$ cat config.mk
export PLATFORM = sky130hd
export DESIGN_NAME = serial_adder
export DESIGN_NICKNAME = d
export VERILOG_FILES = /design/src/rtl/adder_pkg.sv /design/src/rtl/adder.sv /design/src/rtl/digit_adder.sv /design/src/rtl/serial_adder.sv
export SDC_FILE = /design/constraint.sdc
export NUM_CORES = 1
export LEC_CHECK = 0
export CAP_MARGIN = 15
export CORE_ASPECT_RATIO = 2
export CORE_MARGIN = 2
export CORE_UTILIZATION = 28
export DETAILED_ROUTE_END_ITERATION = 6
export PLACE_DENSITY_LB_ADDON = 0.15
export SLEW_MARGIN = 20
export SYNTH_ARGS = -nofsm -noshare
export SYNTH_HDL_FRONTEND = slang
export SYNTH_SLANG_ARGS = --single-unit
export TNS_END_PERCENT = 30
$ cat constraint.sdc
create_clock -name clk -period 2.6 [get_ports clk]
set_input_delay 0.52 -clock clk [delete_from_list [all_inputs] [get_ports clk]]
set_output_delay 0.52 -clock clk [all_outputs]
set_load 0.1 [all_outputs]
$ cat src/rtl/adder_pkg.sv
// Shared definitions for the serial adder family.
package adder_pkg;

  typedef enum logic [1:0] {
    IDLE = 2'd0,
    RUN  = 2'd1,
    DONE = 2'd2
  } state_e;

endpackage

$ cat src/rtl/adder.sv
// 1-bit full adder, the leaf cell of the digit adder.
module adder (
  input  logic x,
  input  logic y,
  input  logic ci,
  output logic s,
  output logic co
);

  assign s  = x ^ y ^ ci;
  assign co = (x & y) | (ci & (x ^ y));

endmodule

$ cat src/rtl/digit_adder.sv
// DIGIT-bit ripple adder; also exposes the carry into its top bit for overflow detection.
module digit_adder #(
  parameter int DIGIT = 1
) (
  input  logic [DIGIT-1:0] x,
  input  logic [DIGIT-1:0] y,
  input  logic             ci,
  output logic [DIGIT-1:0] s,
  output logic             co,
  output logic             c_msb_in
);

  logic [DIGIT:0] c;

  assign c[0] = ci;

  adder u_fa [DIGIT-1:0] (
    .x  (x),
    .y  (y),
    .ci (c[DIGIT-1:0]),
    .s  (s),
    .co (c[DIGIT:1])
  );

  assign co       = c[DIGIT];
  assign c_msb_in = c[DIGIT-1];

endmodule

$ cat src/rtl/serial_adder.sv
// Digit-serial adder: WIDTH-bit sum computed DIGIT bits per clock, LSB slice first.
module serial_adder
  import adder_pkg::*;
#(
  parameter int WIDTH = 8,
  parameter int DIGIT = 1
) (
  input  logic             clk,
  input  logic             reset,
  input  logic             start,
  input  logic [WIDTH-1:0] a,
  input  logic [WIDTH-1:0] b,
  input  logic             cin,
  output logic             busy,
  output logic             done,
  output logic [WIDTH-1:0] sum,
  output logic             cout,
  output logic             overflow
);

  localparam int NSTEP = WIDTH / DIGIT;
  localparam int CW    = $clog2(NSTEP + 1);

  state_e           state_q, state_d;
  logic [WIDTH-1:0] a_q, a_d;
  logic [WIDTH-1:0] b_q, b_d;
  logic [WIDTH-1:0] acc_q, acc_d;
  logic [WIDTH-1:0] sum_q, sum_d;
  logic             carry_q, carry_d;
  logic             cout_q, cout_d;
  logic             ovf_q, ovf_d;
  logic [CW-1:0]    cnt_q, cnt_d;

  logic [DIGIT-1:0] dsum;
  logic             dco;
  logic             dcmsb;
  logic             last;

  digit_adder #(.DIGIT(DIGIT)) u_dig (
    .x        (a_q[DIGIT-1:0]),
    .y        (b_q[DIGIT-1:0]),
    .ci       (carry_q),
    .s        (dsum),
    .co       (dco),
    .c_msb_in (dcmsb)
  );

  assign last = (cnt_q == CW'(NSTEP - 1));

  always_comb begin
    state_d = state_q;
    a_d     = a_q;
    b_d     = b_q;
    acc_d   = acc_q;
    sum_d   = sum_q;
    carry_d = carry_q;
    cout_d  = cout_q;
    ovf_d   = ovf_q;
    cnt_d   = cnt_q;
    unique case (state_q)
      IDLE, DONE: begin
        if (start) begin
          state_d = RUN;
          a_d     = a;
          b_d     = b;
          carry_d = cin;
          cnt_d   = '0;
          acc_d   = '0;
        end else if (state_q == DONE) begin
          state_d = IDLE;
        end
      end
      RUN: begin
        a_d     = a_q >> DIGIT;
        b_d     = b_q >> DIGIT;
        // Slice results enter at the MSB end so the last slice lands in place.
        acc_d   = (acc_q >> DIGIT) | (WIDTH'(dsum) << (WIDTH - DIGIT));
        carry_d = dco;
        cnt_d   = cnt_q + CW'(1);
        if (last) begin
          state_d = DONE;
          sum_d   = acc_d;
          cout_d  = dco;
          ovf_d   = dco ^ dcmsb;
        end
      end
      default: state_d = IDLE;
    endcase
  end

  always_ff @(posedge clk) begin
    if (reset) begin
      state_q <= IDLE;
      a_q     <= '0;
      b_q     <= '0;
      acc_q   <= '0;
      sum_q   <= '0;
      carry_q <= 1'b0;
      cout_q  <= 1'b0;
      ovf_q   <= 1'b0;
      cnt_q   <= '0;
    end else begin
      state_q <= state_d;
      a_q     <= a_d;
      b_q     <= b_d;
      acc_q   <= acc_d;
      sum_q   <= sum_d;
      carry_q <= carry_d;
      cout_q  <= cout_d;
      ovf_q   <= ovf_d;
      cnt_q   <= cnt_d;
    end
  end

  assign busy     = (state_q == RUN);
  assign done     = (state_q == DONE);
  assign sum      = sum_q;
  assign cout     = cout_q;
  assign overflow = ovf_q;

endmodule

# Word level (Yosys, flattened, before mapping)
# Index checks and enable logic that the tools add are counted.
# Widths: inputs -> output; s select.
[op_classes]
n_addsub = 1
eq_ne = 6
mux = 14
reduce_logical = 6
n_bitwise = 7
[op_table]
columns = ["cell", "n"]
rows = [
  ["$pmux 8 s2", 3],
  ["$mux 8", 3],
  ["$or 7x8->8", 1],
  ["$pmux 4 s2", 1],
  ["$mux 2", 3],
  ["$reduce_and 2->1", 3],
  ["$add 4x1->4 const B", 1],
  ["$eq 4x3->1 const B", 1],
  ["$mux 4", 1],
  ["$pmux 2 s2", 1],
  ["$ne 3x3->1 const B", 1],
  ["$xor 1x1->1", 3],
  ["$and 1x1->1", 2],
  ["$eq 2x1->1 const B", 1],
  ["$eq 2x2->1 const B", 1],
  ["$logic_not 2->1", 1],
  ["$ne 2x1->1 const B", 1],
  ["$ne 2x2->1 const B", 1],
  ["$pmux 1 s2", 1],
  ["$reduce_bool 2->1", 1],
  ["$reduce_or 2->1", 1],
  ["$mux 1", 1],
  ["$or 1x1->1", 1],
]
[totals]
elab_cells = 43
output_inout_bits = 12
regBits = 41
input_bits = 20

# Logic depth before layout (Yosys ltp)
# Gate-level depths: netlist of run 1.
[depth]
ltp_word = 4
mapped_depth = 6
ltp_nobuf = 4

# By module
# A second synthesis of run 1 with hierarchy kept.
[unflattened]
cells_unflattened = 187
hier_area_um2 = 1641.6
[by_module_without_submodules]
columns = ["module", "cells_each", "n_inst", "area_each_um2", "seq_area_each_um2"]
rows = [
  ["serial_adder", 185, 1, 1614.0, 800.8],
  ["adder", 1, 1, 20.0, 0.0],
  ["digit_adder", 1, 1, 7.5, 0.0],
]

# Worst setup path after synthesis of run 1
# No wires, ideal clock.
[synth_timing]
path_type = "reg-to-output"
startpoint = "register state_q[0]"
endpoint = "output done"
arrival_ns = 1.652
path_slack_ns = 0.428
n_path_buf = 0
path_stages_with_launch = 2
cell_sequence = "dfxtp_1 > nor2b_1"
[synth_between]
elab_chain_cells = 1
[synth_rtl]
columns = ["element", "line_no", "text"]
rows = [
  ["start: declaration", "serial_adder.sv:24", "state_e state_q, state_d;"],
  ["start signal: assignment", "serial_adder.sv:103", "state_q <= state_d;"],
  ["$eq 2x2->1", "serial_adder.sv:116", "assign done = (state_q == DONE);"],
  ["end: declaration", "serial_adder.sv:15", "output logic done,"],
]
# No other way between the ends.

# Worst setup path in the final report of run 1
[layout_timing]
startpoint = "register state_q[1]"
endpoint = "output busy"
[layout_between]
elab_chain_cells = 1
[layout_rtl]
columns = ["element", "line_no", "text"]
rows = [
  ["$eq 2x1->1", "serial_adder.sv:115", "assign busy = (state_q == RUN);"],
  ["end: declaration", "serial_adder.sv:14", "output logic busy,"],
]
# No other way between the ends.

==> results.sh, run 1 <==
export IMPL_clkSlewWorstSetupHoldPaths_ns=0.06
export IMPL_ys_async_sr_fraction_pct=0
export IMPL_wl_per_cell_um=14.3
export IMPL_cts_root_buffer="clkbuf_16"
export IMPL_internal_power_mw=1.09
export IMPL_final_antenna_net_count=0
export IMPL_port_buffers=31
export IMPL_period_share_pct=62.9
export IMPL_area_growth_syn_to_layout_pct=28.7
export IMPL_num_antenna_cells=0
export IMPL_numClockSinks=40
export IMPL_power_density_nw_per_um2=687
export IMPL_finalNonFillerCells=274
export IMPL_synthAdderAreaFrac_pct=1.99
export IMPL_power_share_clock_pct=43.9
export IMPL_grt_pass1_wl_mm=6.18
export IMPL_ys_seq_elements=40
export IMPL_htree_levels=2
export IMPL_dieArea_um2=6500
export IMPL_power_switching_mw=0.358
export IMPL_seqPwrFrac_pct=44.9
export IMPL_post_dp_hpwl_mm=2.53
export IMPL_synth_nets=208
export IMPL_synth_cell_types=26
export IMPL_clockBufferDepth=2
export IMPL_initial_core_util_pct=28.9
export IMPL_clk_latency_ns=0.28
export IMPL_core_rowCount=39
export IMPL_coreArea_um2=5660
export IMPL_vias_per_cell=5.25
export IMPL_grt_start_max_net_pins=38
export IMPL_synth_warnings=0
export IMPL_synth_top_family_by_area="compound AO/OA/AOI/OAI gates"
export IMPL_routed_wl_mm=3.92
export IMPL_end_kind="output port"
export IMPL_tns_ns=0
export IMPL_hp_class="flip-flop to flip-flop"
export IMPL_design_portCount=32
export IMPL_gr_total_overflow=0
export IMPL_drv_cap=0
export IMPL_syn_area_um2=1630
export IMPL_rsz0062_at_grt="no"
export IMPL_cp_arrival_ns=1.12
export IMPL_synth_simple_area_share_pct=17.7
export IMPL_grt_antenna_before_repair=0
export IMPL_dp_cells=266
export IMPL_synthXorXnorAreaFrac_pct=0.536
export IMPL_syn_avg_cell_area_um2=8.79
export IMPL_drc=0
export IMPL_clock_skew_ns=0.00750
export IMPL_cts_resized=0
export IMPL_place_congestion=0.720
export IMPL_postCtsSetupRepairBufs=0
export IMPL_ys_seq_area_share_pct=49.0
export IMPL_leakagePower_nw=0.760
export IMPL_drt_iter0_drc=43
export IMPL_drv_slew=0
export IMPL_yosysTopAreaCell="dfxtp_1"
export IMPL_hold_violations=0
export IMPL_path_max_fanout=3
export IMPL_min_period_ns=1.64
export IMPL_ir_drop_uv=576
export IMPL_synth_edf_count=0
export IMPL_worst_pin_slew_ns=0.416
export IMPL_setup_viol=0
export IMPL_combPwrFrac_pct=11.2
export IMPL_synth_common_cells="dfxtp_1 (40), a21oi_1 (38), nand3_1 (35), a22oi_1 (15), nand2_1 (10)"
export IMPL_max_slew_margin_pct=72.2
export IMPL_drt_pass1_iterations=4
export IMPL_fin_nets=234
export IMPL_synthFlopType="dfxtp_1"
export IMPL_synth_mux_area_share_pct=1.53
export IMPL_cts_buffers=5
export IMPL_drive_gt1_share_pct=14.1
export IMPL_die_h_um=112
export IMPL_grt_pass1_vias=1307
export IMPL_synth_compound_area_share_pct=22.6
export IMPL_synth_top_cell_area_share_pct=49.0
export IMPL_fillers=614
export IMPL_fmax_ghz=0.611
export IMPL_cts_tree="done"
export IMPL_path_class="flip-flop to output port"
export IMPL_dr_total_vias=1439
export IMPL_swShare_pct=24.8
export IMPL_synth_most_common_cell="dfxtp_1"
export IMPL_synthTopCellsByArea="dfxtp_1 (49%), a21oi_1 (12%), nand3_1 (11%)"
export IMPL_grt_use_total_pct=12.3
export IMPL_status="finished clean"
export IMPL_die_w_um=58.0
export IMPL_netlist_instances=186
export IMPL_worstSetupStartpointType="flip-flop"
export IMPL_required_ns=2.08
export IMPL_cts_hold_buf=0
## path summary, 6_finish.rpt
kind / startpoint / endpoint / slack [ns] / cells past startpoint
max: state_q[1] / busy / 0.96 / 3
min: b_q[4] / b_q[4] / 0.47 / 2
max reg2reg: cnt_q[0] / overflow / 1.14 / 4
min reg2reg: b_q[4] / b_q[4] / 0.47 / 2
## state kept, by name, summed over array words and instances (netlist names)
register,cells
carry_q,1
overflow,1
state_q,2
b_q,8
acc_q,7
sum,8
cnt_q,4
a_q,8
cout,1
## critical path, cell delays in order (launching register included)
cell,delay (ns)
dfxtp_1,0.30
nand2b_1,0.15
inv_1,0.18
buf_12,0.21
## per-stage QoR
stage / util [%] / instance area (µm²) / hold slack (ns) / setup WS, ns / total power [mW]
after global placement: 34.5 / 1950 / 0.455 / 0.797 / 0.824
after global routing: 37.2 / 2100 / 0.484 / 0.885 / 1.50
after CTS: 37.2 / 2100 / 0.470 / 0.932 / 1.46
final: 37.2 / 2100 / 0.468 / 0.965 / 1.45
after detailed placement: 34.5 / 1950 / 0.460 / 0.765 / 0.825
after floorplan: - / 1630 / 0.444 / 0.428 / 0.766
## kinds of logic after synthesis
group / after synthesis
mux: 2
buf+inv: 20
compound gates: 64
xor+xnor: 1
fa+ha+maj: 2
simple gates: 57
flops: 40
## final cells by class
| class | count | area (µm²) | area share [%] |
|---|---|---|---|
| Sequential cell | 40 | 801 | 38.1 |
| Multi-Input combinational cell | 126 | 724 | 34.4 |
| Clock buffer | 6 | 139 | 6.60 |
| Inverter | 1 | 3.75 | 0.178 |
| Tap cell | 61 | 76.3 | 3.63 |
| Timing Repair Buffer | 38 | 345 | 16.4 |
| Clock inverter | 2 | 13.8 | 0.654 |
## placed cells by master, fill, tap and decap left out
cell type	synthesis	layout
nand4_1	1	1
o21ai_0	9	9
clkbuf_16	0	5
mux2_4	1	1
nand3_1	35	35
nand3b_1	2	2
clkinv_2	0	1
clkdlybuf4s50_1	0	19
clkbuf_8	0	1
or2_2	1	1
nor3_1	1	1
dfxtp_1	40	40
a22oi_1	15	15
and3b_1	1	1
inv_6	0	1
fa_1	1	1
buf_4	4	18
ha_1	1	1
buf_12	0	1
nand2b_1	3	3
a211oi_2	1	1
inv_1	1	1
xnor2_1	1	1
a311oi_1	1	1
nor2b_1	2	2
nand2_1	10	10
a21oi_1	38	38
nor2_1	1	1
mux2i_1	1	1
## power by group through the flow
stage / clock network (mW) / logic, mW / registers, mW
after global placement: 0 / 0.162 / 0.662
after floorplan: 0 / 0.106 / 0.660
after detailed placement: 0 / 0.163 / 0.663
after global routing: 0.672 / 0.179 / 0.651
final: 0.635 / 0.162 / 0.649
after CTS: 0.650 / 0.163 / 0.649
## layer usage
metal	vias to the layer above	part of all wire [%]	track usage, %
met5	-	0	0
met3	4	3.9	2.53
met2	32	54	20.6
met1	683	41	14.7
met4	0	1.4	5.58
li1	720	-	-
No activity file was read; power rests on OpenSTA's default activity.
==> inputs of run 2 (changes only) <==
- clock period: 2.6 -> 1.4 ns (I/O delays scaled with it)
==> run 2 against run 1 <==
Effect of this change:
- wire length grew 4.1%
- worst hold slack is essentially flat
- via count grew 2.6%
- sequential power grew 86%
- clock power grew 69%
- die area is the same
- sequential share of layout area shrank 4.5 points
- design area grew 14%
- sequential cell count is the same
- largest power group unchanged
- highest routed layer unchanged
==> results.sh, run 2 (synthesis gave the netlist of run 1 again) <==
export IMPL_dieArea_um2=6500
export IMPL_routed_wl_mm=4.08
export IMPL_grt_pass1_vias=1446
export IMPL_htree_levels=2
export IMPL_cts_root_buffer="clkbuf_16"
export IMPL_cp_num_buf_inv=3
export IMPL_initial_core_util_pct=28.9
export IMPL_final_util_pct=42.4
export IMPL_required_ns=1.12
export IMPL_worst_pin_slew_ns=0.209
export IMPL_cts_tree="done"
export IMPL_fin_nets=247
export IMPL_cp_arrival_ns=1.08
export IMPL_final_antenna_net_count=0
export IMPL_drc=0
export IMPL_ir_drop_uv=814
export IMPL_reg2reg_depth=5
export IMPL_dr_total_vias=1477
export IMPL_path_cells="nand2b_4, inv_4, buf_12, buf_12"
export IMPL_core_rowCount=39
export IMPL_coreArea_um2=5660
export IMPL_r2r_slack_ns=0.12
export IMPL_place_congestion=0.717
export IMPL_grt_pass1_wl_mm=6.99
export IMPL_worstSetupStartpointType="flip-flop"
export IMPL_wl_per_cell_um=14.3
export IMPL_finalNonFillerCells=286
export IMPL_slowest_delay_ns=0.31
export IMPL_crit_family="buffers and inverters"
export IMPL_layout_common_cells="dfxtp_1 (39), a21oi_1 (38), nand3_1 (35)"
export IMPL_period_share_pct=97.1
export IMPL_grt_start_max_net_pins=28
export IMPL_grt_antenna_before_repair=0
export IMPL_rsz0062_at_grt="yes"
export IMPL_setup_viol=0
export IMPL_worst_path_max_delay_cell="dfxtp_1"
export IMPL_leakagePower_nw=0.854
export IMPL_crit_top_cell="buf_12"
export IMPL_hold_violations=0
export IMPL_stdcell_area_um2=2400
export IMPL_clkSlewWorstSetupHoldPaths_ns=0.06
export IMPL_end_kind="output port"
export IMPL_drt_pass1_iterations=6
export IMPL_port_buffers=31
export IMPL_cts_buffers=5
export IMPL_fin_ws_ns=0.0403
export IMPL_worstHoldStart="b_q[2]"
export IMPL_design_portCount=32
export IMPL_r2r_end="sum[6]"
export IMPL_vias_per_cell=5.16
export IMPL_num_antenna_cells=0
export IMPL_worst_hold_path_endpoint="b_q[2]"
export IMPL_die_w_um=58.0
export IMPL_clk_latency_ns=0.28
export IMPL_placed_cell_area_um2=2210
export IMPL_drv_slew=0
export IMPL_dp_cells=276
export IMPL_path_max_fanout=4
export IMPL_path_class="flip-flop to output port"
export IMPL_grt_use_total_pct=13.9
export IMPL_hp_class="flip-flop to flip-flop"
export IMPL_post_dp_hpwl_mm=2.76
export IMPL_drv_cap=0
export IMPL_total_power_mw=2.65
export IMPL_drive_gt1_share_pct=21.3
export IMPL_gr_total_overflow=0
export IMPL_dp_slack_ns=-0.124
export IMPL_min_period_ns=1.36
export IMPL_status="finished clean"
export IMPL_hold_path_cell_count=2
export IMPL_drt_iter0_drc=42
export IMPL_final_common_cell="dfxtp_1"
export IMPL_area_growth_syn_to_layout_pct=46.7
export IMPL_timing_rr_start="cnt_q[0]"
export IMPL_fmax_ghz=0.735
export IMPL_max_slew_margin_pct=86.0
export IMPL_clock_skew_ns=0.00585
export IMPL_clockBufferDepth=2
export IMPL_numClockSinks=40
export IMPL_die_h_um=112
export IMPL_power_density_nw_per_um2=1100
run 2: per-layer routing:
| layer | global-route usage [%] | routed length [µm] |
|---|---|---|
| met3 | 2.76 | 105 |
| met5 | 0 | 0 |
| met1 | 15.0 | 1610 |
| met4 | 5.58 | 63 |
| met2 | 25.4 | 2300 |
run 2: worst max-delay path by stage:
stage | from | end | cells after the start
6_report | state_q[1] | busy | 4
5_1_grt | state_q[1] | busy | 4
4_1_cts | state_q[1] | busy | 4
3_5_place_dp | start | cnt_q[2] | 5
3_3_place_gp | start | cnt_q[2] | 5
2_1_floorplan | cout | cout | 2
run 2: worst min-delay path: cells and delay by family (launching register included):
kind / cells / cell delay (ns)
simple gates: 1 / 0.06
flops: 1 / 0.31
compound gates: 1 / 0.05
run 2: final cells by class:
cell class              instances  area, µm²
well taps                      61       76.3
multi-input cells             126        746
clock buffers                   6        129
clock inverters                 1       5.00
fillers                       574       3260
repair buffers                 51        631
flip-flops and latches         40        805
inverters                       1       6.26
run 2: metrics by stage:
step / hold slack, ns / setup TNS (ns)
finish: 0.468 / 0
global route: 0.484 / -0.0119
CTS: 0.470 / 0
detailed placement: 0.458 / -1.20
global placement: 0.453 / -1.10
floorplan: 0.416 / 0
run 2: repair_timing:
item	in CTS	in global routing
resized for setup	4	4
setup endpoints to repair	1	10
hold buffers	0	0
pin swaps	0	0
buffers inserted	3	0
run 2: power breakdown:
part	switching, mW	total, mW	leakage (nW)	internal (mW)
Sequential	0.0275	1.21	0.326	1.18
Combinational	0.187	0.366	0.461	0.179
Clock	0.426	1.07	0.0667	0.647
==> inputs of run 3 (changes only) <==
- GPL_ROUTABILITY_DRIVEN: unset -> 0
- SLEW_MARGIN: 20 -> 0
==> results of run 3 <==
The final DEF is identical to that of run 2; final timing and power are the same.
